--- config.mk ---
export PLATFORM = sky130hd
export DESIGN_NAME = axis_hdr_insert_arbiter
export DESIGN_NICKNAME = d
export VERILOG_FILES = /design/src/rtl/axis_hdr_insert_arbiter.sv
export SDC_FILE = /design/constraint.sdc
export NUM_CORES = 1
export LEC_CHECK = 0
export ABC_AREA = 0
export ABC_CLOCK_PERIOD_IN_PS = 4900
export BUFFER_PORTS_ARGS = -buffer_cell sky130_fd_sc_hd__buf_4
export CORE_AREA = 4 4 155 157
export DETAILED_ROUTE_END_ITERATION = 10
export DIE_AREA = 0 0 159 161
export PLACE_DENSITY = 0.49
export SYNTH_ARGS = -nofsm -noshare
export SYNTH_HDL_FRONTEND = slang
export SYNTH_SLANG_ARGS = --single-unit
--- constraint.sdc ---
create_clock -name clk -period 4.9 [get_ports clk]
set_input_delay 1.47 -clock clk [delete_from_list [all_inputs] [get_ports clk]]
set_output_delay 1.47 -clock clk [all_outputs]
set_load 0.01 [all_outputs]
--- src/rtl/axis_hdr_insert_arbiter.sv ---
// axis_hdr_insert_arbiter: packet-level round-robin arbiter in front of a
// header inserter. One requester is granted per packet. Its header is passed
// to m_hdr_*, then its data beats are passed to m_* until the last beat.
// The source inputs are never registered; HDR and DATA are combinational
// pass-through stages.
// Optional build macro HDR_ARB_PKT_CNT_EN adds the output pkt_cnt. It holds
// one 16-bit completed-packet counter per source.
module axis_hdr_insert_arbiter #(
  parameter int NUM_SRC      = 4,
  parameter int DATA_WD      = 32,
  parameter int DATA_BYTE_WD = DATA_WD / 8,
  parameter int BYTE_CNT_WD  = $clog2(DATA_BYTE_WD),
  parameter int SRC_WD       = $clog2(NUM_SRC)
) (
  input  logic                            clk,
  input  logic                            rst_n,
  input  logic [NUM_SRC-1:0]              s_hdr_valid,
  input  logic [NUM_SRC*DATA_WD-1:0]      s_hdr_data,
  input  logic [NUM_SRC*DATA_BYTE_WD-1:0] s_hdr_keep,
  input  logic [NUM_SRC*BYTE_CNT_WD-1:0]  s_hdr_cnt,
  output logic [NUM_SRC-1:0]              s_hdr_ready,
  input  logic [NUM_SRC-1:0]              s_valid,
  input  logic [NUM_SRC*DATA_WD-1:0]      s_data,
  input  logic [NUM_SRC*DATA_BYTE_WD-1:0] s_keep,
  input  logic [NUM_SRC-1:0]              s_last,
  output logic [NUM_SRC-1:0]              s_ready,
  output logic                            m_hdr_valid,
  output logic [DATA_WD-1:0]              m_hdr_data,
  output logic [DATA_BYTE_WD-1:0]         m_hdr_keep,
  output logic [BYTE_CNT_WD-1:0]          m_hdr_cnt,
  input  logic                            m_hdr_ready,
  output logic                            m_valid,
  output logic [DATA_WD-1:0]              m_data,
  output logic [DATA_BYTE_WD-1:0]         m_keep,
  output logic                            m_last,
  input  logic                            m_ready,
  output logic [NUM_SRC-1:0]              grant,
  output logic                            busy
`ifdef HDR_ARB_PKT_CNT_EN
  ,
  output logic [NUM_SRC*16-1:0]           pkt_cnt
`endif
);

  typedef enum logic [1:0] {IDLE, HDR, DATA} state_t;

  state_t              state_q, state_d;
  logic [SRC_WD-1:0]   gidx_q, gidx_d;
  logic [SRC_WD-1:0]   rr_q, rr_d;
  logic [SRC_WD-1:0]   pick_idx;
  logic                pick_found;
  logic [SRC_WD-1:0]   g_next;

  logic                    sel_hv;
  logic [DATA_WD-1:0]      sel_hd;
  logic [DATA_BYTE_WD-1:0] sel_hk;
  logic [BYTE_CNT_WD-1:0]  sel_hc;
  logic                    sel_v;
  logic [DATA_WD-1:0]      sel_d;
  logic [DATA_BYTE_WD-1:0] sel_k;
  logic                    sel_l;

  // Round-robin search: first requesting source at or after the pointer, wrapping.
  always_comb begin
    pick_found = 1'b0;
    pick_idx   = '0;
    for (int off = 0; off < NUM_SRC; off++) begin
      for (int i = 0; i < NUM_SRC; i++) begin
        if (!pick_found && s_hdr_valid[i] && (((int'(rr_q) + off) % NUM_SRC) == i)) begin
          pick_found = 1'b1;
          pick_idx   = SRC_WD'(i);
        end
      end
    end
  end

  // The pointer moves to the source after the owner, wrapping from NUM_SRC-1 to 0.
  assign g_next = (gidx_q == SRC_WD'(NUM_SRC - 1)) ? '0 : gidx_q + SRC_WD'(1);

  // Select the granted source's header and data fields.
  always_comb begin
    sel_hv = 1'b0;
    sel_hd = '0;
    sel_hk = '0;
    sel_hc = '0;
    sel_v  = 1'b0;
    sel_d  = '0;
    sel_k  = '0;
    sel_l  = 1'b0;
    for (int i = 0; i < NUM_SRC; i++) begin
      if (gidx_q == SRC_WD'(i)) begin
        sel_hv = s_hdr_valid[i];
        sel_hd = s_hdr_data[i*DATA_WD +: DATA_WD];
        sel_hk = s_hdr_keep[i*DATA_BYTE_WD +: DATA_BYTE_WD];
        sel_hc = s_hdr_cnt[i*BYTE_CNT_WD +: BYTE_CNT_WD];
        sel_v  = s_valid[i];
        sel_d  = s_data[i*DATA_WD +: DATA_WD];
        sel_k  = s_keep[i*DATA_BYTE_WD +: DATA_BYTE_WD];
        sel_l  = s_last[i];
      end
    end
  end

  // State, owner index and round-robin pointer registers.
  always_ff @(posedge clk) begin
    if (!rst_n) begin
      state_q <= IDLE;
      gidx_q  <= '0;
      rr_q    <= '0;
    end else begin
      state_q <= state_d;
      gidx_q  <= gidx_d;
      rr_q    <= rr_d;
    end
  end

  // Next-state logic and the outputs. Each output is zero outside the state that owns it.
  always_comb begin
    state_d     = state_q;
    gidx_d      = gidx_q;
    rr_d        = rr_q;
    m_hdr_valid = 1'b0;
    m_hdr_data  = '0;
    m_hdr_keep  = '0;
    m_hdr_cnt   = '0;
    s_hdr_ready = '0;
    m_valid     = 1'b0;
    m_data      = '0;
    m_keep      = '0;
    m_last      = 1'b0;
    s_ready     = '0;
    grant       = '0;
    busy        = 1'b0;
    unique case (state_q)
      IDLE: begin
        if (pick_found) begin
          gidx_d  = pick_idx;
          state_d = HDR;
        end
      end
      HDR: begin
        busy        = 1'b1;
        grant       = NUM_SRC'(1) << gidx_q;
        m_hdr_valid = sel_hv;
        m_hdr_data  = sel_hd;
        m_hdr_keep  = sel_hk;
        m_hdr_cnt   = sel_hc;
        s_hdr_ready = NUM_SRC'(m_hdr_ready) << gidx_q;
        if (sel_hv && m_hdr_ready) state_d = DATA;
      end
      DATA: begin
        busy    = 1'b1;
        grant   = NUM_SRC'(1) << gidx_q;
        m_valid = sel_v;
        m_data  = sel_d;
        m_keep  = sel_k;
        m_last  = sel_l;
        s_ready = NUM_SRC'(m_ready) << gidx_q;
        if (sel_v && m_ready && sel_l) begin
          state_d = IDLE;
          rr_d    = g_next;
        end
      end
      default: state_d = IDLE;
    endcase
  end

`ifdef HDR_ARB_PKT_CNT_EN
  logic [15:0] cnt_q [NUM_SRC];
  logic        pkt_done;

  assign pkt_done = (state_q == DATA) && sel_v && m_ready && sel_l;

  // Count the completed packets of each source. The count wraps at 16 bits.
  always_ff @(posedge clk) begin
    if (!rst_n) begin
      for (int i = 0; i < NUM_SRC; i++) cnt_q[i] <= '0;
    end else begin
      for (int i = 0; i < NUM_SRC; i++) begin
        if (pkt_done && (gidx_q == SRC_WD'(i))) cnt_q[i] <= cnt_q[i] + 16'd1;
      end
    end
  end

  // Pack the counters into the output bus.
  always_comb begin
    pkt_cnt = '0;
    for (int i = 0; i < NUM_SRC; i++) pkt_cnt[i*16 +: 16] = cnt_q[i];
  end
`endif

endmodule

==> run_results.csv, run 1 <==
group,metric,value,unit
grt,grt_start_max_net_pins,77,
detailed_routing,drt-total-wl,21100,um
detailed_routing,drc_errors,0,
place,place.gp.congestion,0.878,
worst_setup_path,path_cells,"ha_4 > buf_4 > a221oi_1 > nor3_1 > buf_4 > a21oi_1 > nor2b_1 > buf_4",
layout,nFillCells,2581,
logic_synthesis,yosysWarnings,0,
cts,cts-root-buf,"clkbuf_16",
detailed_routing,routed_via_density,4.56,
cts,clk_pin_slew,0.04,ns
floorplan,die_x,159,um
layout,antenna_cells,0,
detailed_routing,num_vias,5297,
logic_synthesis,ys_ff_latch,6,
logic_synthesis,synth_flop_cell,"dfxtp_1",
floorplan,die_h,161,um
floorplan,die_area,0.0256,mm^2
logic_synthesis,seq_area_frac_synth,3.84,%
grt,overflow,0,
worst_setup_path,end_kind,"output port",
sta,finalHoldViolCount,0,
worst_setup_path,crit_type,"flip-flop to output port",
logic_synthesis,synth_cells,518,
layout,final_cell_mix,"410 x buf_4, 115 x nor2b_1, 79 x a21oi_1",
cts,insertion_delay,0.23,ns
cts,cts_tree,"built",
min_path,hold_path_depth,2,
layout,area_growth_syn_to_layout,108,%
sta,fin_ws,0.639,ns
detailed_routing,first_pass_iters,5,
place,place_ws,0.776,ns
logic_synthesis,yosysUniqueCellTypes,33,
floorplan,start_util,13.9,%
cts,cts_max_level,1,
sta,rsz0062_at_grt,"no",
layout,drive_above_1_share,48.3,%
detailed_routing,drtIter0Drc,343,
worst_setup_path,worstPathMaxFanout,46,
sta,post-route-period-util,87.0,%
logic_synthesis,avgSynthCellArea,6.04,um^2
logic_synthesis,synthesis.nets,837,
worst_setup_path,reg2reg_depth,7,
grt,grt_usage,14.8,%
floorplan,num_rows,55,
flow_run,maxCapViolations,0,
pwr,power_density,284,mW/mm^2
sta,worst_slew_pin_slew,0.766,ns
worst_setup_path,cp.depth,8,
logic_synthesis,syn_area,0.00313,mm^2
pwr,peakVddDrop,0.215,mV
sta,slew_headroom,48.9,%
sta,clock.fmax,235,MHz
logic_synthesis,synth-edff-count,0,
sta,worst_clock_skew,0.00347,ns
place,port_buffers,401,
sta,setup_viol,0,
grt,antenna_found_initial,1,
cts,clk_path_buf_depth,2,
floorplan,ios,402,
place,dpl.hpwl,16700,um
logic_synthesis,yosysTopAreaCellShare,23.0,%
worst_setup_path,critPathSlowestCell,"dfxtp_1",
worst_setup_path,critical_path.top_delay_family,"buffers and inverters",
worst_setup_path,crit_top_cell,"buf_4",
cts,clock-sinks,6,
cts,hold_buffers,0,
worst_setup_path,slowest_delay,0.59,ns
logic_synthesis,synth_top_cell_by_area,"nor2b_1",
sta,period_needed,4.26,ns
worst_setup_path,critPathBufInv,3,
floorplan,core_area,0.0225,mm^2
worst_setup_path,start_kind,"flip-flop",
layout,final_common_cell,"buf_4",
logic_synthesis,async_flop_share,0,%
logic_synthesis,ys_top_cells_by_area,"nor2b_1 23%, a221oi_1 21%, a21oi_1 13%",
outcome,run_status,"finished, final reports clean",
grt,grt_pass1_wl,30900,um
pwr,p_leak,3.04,nW
sta,report.final.slew_viol_count,0,
detailed_routing,drt-wirelength-per-cell,18.2,um
worst_setup_path,critPathArrivalTime,2.79,ns
grt,grt_pass1_vias,5187,
min_path,hp-class,"flip-flop to flip-flop",
layout,fin_nets,1198,
cts,ctsResizeCount,0,
cts,post_cts_buffers,0,
sta,setup_tns,0,ns
detailed_routing,drtAntennaViolNets,0,
cts,numCtsBuffers,3,
worst_setup_path,required,3.43,ns
[metal layers]
metal	GRT usage, %	share of wire (%)
met5	0	0
met4	1.89	1.0
met1	19.1	42
met2	26.2	51
met3	2.76	5.9
[through the flow]
stage	hold slack, ns	instances	total power [W]	instance area (um^2)	util [%]
2_1_floorplan	0.444	518	0.000982	3130	-
6_report	0.486	1162	0.00185	6520	29.0
3_3_place_gp	0.463	1159	0.00172	6440	28.6
4_1_cts	0.486	1162	0.00187	6520	29.0
3_5_place_dp	0.470	1159	0.00173	6440	28.6
5_1_grt	0.509	1162	0.00202	6520	29.0
[cell usage after synthesis (3+ instances only)]
library cell	instances
a21oi_1	79
nor3_1	76
a221oi_1	74
and2_1	9
dfxtp_1	6
o21ai_0	3
clkbuf_1	36
nor2b_1	115
nand3b_1	3
buf_1	6
mux2i_1	3
buf_2	15
ha_1	7
inv_1	6
a211oi_1	3
nor2_1	42
nand2_1	13
[sequential cells by signal (all words and copies together), names as in the netlist]
register  count
gidx_q        2
state_q       2
rr_q          2
[logic make-up after synthesis]
logic type | synth area share [%]
simple gates | 46.2
compound gates | 37.6
buf+inv | 8.64
fa+ha+maj | 2.80
flops | 3.84
mux | 0.960
[final cells by class]
type | instances | area (um^2) | area share, %
Clock buffer | 3 | 75.1 | 1.15
Timing Repair Buffer | 414 | 3160 | 48.5
Tap cell | 285 | 357 | 5.47
Multi-Input combinational cell | 447 | 2780 | 42.7
Inverter | 7 | 26.3 | 0.403
Sequential cell | 6 | 120 | 1.84
[where the power goes]
group,internal [W],leakage (nW),total (W),switching (W)
Clock,0.000105,0.0370,0.000134,0.0000289
Sequential,0.0000594,0.0490,0.0000734,0.0000140
Combinational,0.000796,2.95,0.00164,0.000848
[worst paths after layout]
path / startpoint / endpoint / slack, ns
min: state_q[1]$_SDFFE_PN0P_ / state_q[1]$_SDFFE_PN0P_ / 0.49
min reg2reg: state_q[1]$_SDFFE_PN0P_ / state_q[1]$_SDFFE_PN0P_ / 0.49
max reg2reg: gidx_q[0]$_SDFFE_PN0P_ / rr_q[0]$_SDFFE_PN0P_ / 2.26
max: gidx_q[0]$_SDFFE_PN0P_ / m_hdr_data[28] / 0.64
[worst register-to-register path: stages (launching register included)]
cell and delay, ns:
dfxtp_1 0.43, inv_1 0.21, ha_4 0.66, a211oi_1 0.13, a211oi_2 0.39, nand4_1 0.24
or3_1 0.35, a21boi_1 0.15
(Power assumes the default switching activity.)
==> run 2: changes to the inputs <==
--- a/config.mk
+++ b/config.mk
@@ -6,11 +6,12 @@
 export NUM_CORES = 1
 export LEC_CHECK = 0
 export ABC_AREA = 0
-export ABC_CLOCK_PERIOD_IN_PS = 4900
+export ABC_CLOCK_PERIOD_IN_PS = 4420
 export BUFFER_PORTS_ARGS = -buffer_cell sky130_fd_sc_hd__buf_4
-export CORE_AREA = 4 4 155 157
+export CAP_MARGIN = 20
+export CORE_AREA = 2 2 155 157
 export DETAILED_ROUTE_END_ITERATION = 10
-export DIE_AREA = 0 0 159 161
+export DIE_AREA = 0 0 157 159
 export PLACE_DENSITY = 0.49
 export SYNTH_ARGS = -nofsm -noshare
 export SYNTH_HDL_FRONTEND = slang
==> constraint.sdc (replaced) <==
create_clock -name clk -period 4.42 [get_ports clk]
set_input_delay 1.326 -clock clk [delete_from_list [all_inputs] [get_ports clk]]
set_output_delay 1.326 -clock clk [all_outputs]
set_load 0.01 [all_outputs]
==> run_results.csv, run 2 (synthesized netlist as in run 1, its figures left out) <==
group,metric,value,unit
outcome,run_status,"finished, final reports clean",
pwr,intPower,0.00105,W
worst_setup_path,path_cells,"inv_1 > ha_1 > nor2b_4 > buf_12 > a221oi_1 > nor3_1 > a21oi_1 > nor2b_1 > buf_4",
place,dp.cells,1193,
detailed_routing,drt-wirelength-per-cell,17.1,um
sta,period_needed,3.97,ns
layout,fin_nets,1198,
grt,grt_start_max_net_pins,87,
floorplan,core_area,0.0232,mm^2
cts,insertion_delay,0.23,ns
cts,clock-sinks,6,
sta,slew_headroom,40.6,%
pwr,p_comb_share,88.7,%
layout,reg_top3,"gidx_q x2, rr_q x2, state_q x2",
cts,hold_buffers,0,
place,placed_cell_area,0.00647,mm^2
detailed_routing,drt-total-wl,20500,um
cts,cts-root-buf,"clkbuf_16",
layout,area_growth_syn_to_layout,109,%
detailed_routing,drtAntennaViolNets,0,
cts,post_cts_buffers,0,
place,dpl.hpwl,16200,um
floorplan,ios,402,
grt,overflow,0,
worst_setup_path,critPathSlowestCell,"dfxtp_1",
layout,final_core_util,28.2,%
sta,finalHoldViolCount,0,
worst_setup_path,critical_path.top_delay_family,"compound AO/OA/AOI/OAI gates",
floorplan,die_x,157,um
layout,multiInputGateArea,0.00278,mm^2
sta,worst_slew_pin_slew,0.891,ns
detailed_routing,drtIter0Drc,292,
grt,grt_pass1_vias,5086,
sta,setup_tns,0,ns
worst_setup_path,worstPathMaxFanout,73,
detailed_routing,num_vias,5343,
worst_setup_path,required,3.09,ns
grt,antenna_found_initial,2,
worst_setup_path,crit_type,"flip-flop to output port",
cts,cts_tree,"built",
cts,cts_max_level,1,
detailed_routing,first_pass_iters,5,
layout,final_cell_mix,"411 x buf_4, 115 x nor2b_1, 79 x a21oi_1",
grt,grt_usage,15.0,%
cts,clk_path_buf_depth,2,
sta,post-route-period-util,89.9,%
pwr,power.switching,0.000968,W
worst_setup_path,start_kind,"flip-flop",
worst_setup_path,slowest_delay,0.56,ns
layout,final_common_cell,"buf_4",
pwr,p_clk_share,7.3,%
detailed_routing,drc_errors,0,
floorplan,start_util,13.5,%
worst_setup_path,end_kind,"output port",
cts,numCtsBuffers,3,
worst_setup_path,critPathArrivalTime,2.65,ns
sta,report.final.slew_viol_count,0,
floorplan,num_rows,56,
worst_setup_path,critPathBufInv,3,
sta,clock.fmax,252,MHz
floorplan,die_h,159,um
place,port_buffers,401,
place,place.gp.congestion,0.877,
min_path,hp-class,"flip-flop to flip-flop",
pwr,p_leak,3.03,nW
layout,nFillCells,2609,
layout,drive_above_1_share,48.3,%
grt,grt_pass1_wl,29700,um
floorplan,die_area,0.0250,mm^2
cts,ctsResizeCount,0,
layout,final_cell_area,0.00655,mm^2
sta,setup_viol,0,
pwr,power_density,309,mW/mm^2
cts,clk_pin_slew,0.03,ns
sta,rsz0062_at_grt,"no",
pwr,peakVddDrop,0.142,mV
pwr,p_sw_share,47.9,%
layout,stdcell_count,1197,
flow_run,maxCapViolations,0,
pwr,p_seq_share,4.0,%
layout,seq_area,120,um^2
detailed_routing,routed_via_density,4.46,
sta,worst_clock_skew,0.00363,ns
## run 2: cell count changes in the layout (fill, tap and decap cells not counted)
cell	before	now
diode_2	0	1
buf_4	410	411
buf_12	4	3
## run 2: final timing paths
check                         start                    to  slack [ns]  depth (start not counted)
min reg2reg    rr_q[0]$_SDFFE_PN0P_  rr_q[0]$_SDFFE_PN0P_        0.47                          2
max          gidx_q[0]$_SDFFE_PN0P_        m_hdr_data[24]        0.45                          9
max reg2reg  gidx_q[0]$_SDFFE_PN0P_  rr_q[0]$_SDFFE_PN0P_        1.73                          7
min            rr_q[0]$_SDFFE_PN0P_  rr_q[0]$_SDFFE_PN0P_        0.47                          2
## run 2: per-layer routing
layer	up-vias	share of wire (%)	global-route usage (%)
li1	2649	-	-
met3	8	6.6	1.91
met1	2469	43	19.2
met4	0	0.47	1.71
met2	217	50	27.4
met5	-	0	0
## run 2: cell type report
| class | instances | area share, % |
|---|---|---|
| antenna | 1 | 0.0382 |
| multi-input combinational | 447 | 42.5 |
| inverter | 7 | 0.401 |
| tap | 319 | 6.09 |
| timing repair buffer | 414 | 48.0 |
| sequential | 6 | 1.83 |
| clock buffer | 3 | 1.15 |
## run 2: power by group through the flow
stage	clock network [W]	logic (W)	registers [W]
floorplan	0	0.00101	0.0000756
global placement	0	0.00181	0.0000809
detailed placement	0	0.00181	0.0000814
CTS	0.000152	0.00182	0.0000805
global route	0.000154	0.00198	0.0000833
finish	0.000148	0.00179	0.0000808
## run 2: worst min-delay path, delay by kind of cell, from the launching register on
family | cells | cell delay, ns
AO/OA/AOI/OAI | 1 | 0.05
flip-flops | 1 | 0.31
AND/OR/NAND/NOR | 1 | 0.06
## run 2: metrics by stage
step | power (W) | worst slack (ns) | hold slack, ns
finish | 0.00202 | 0.447 | 0.471
global route | 0.00221 | 0.235 | 0.507
CTS | 0.00205 | 0.445 | 0.474
detailed placement | 0.00189 | 0.692 | 0.472
global placement | 0.00190 | 0.732 | 0.463
floorplan | 0.00109 | 1.18 | 0.444
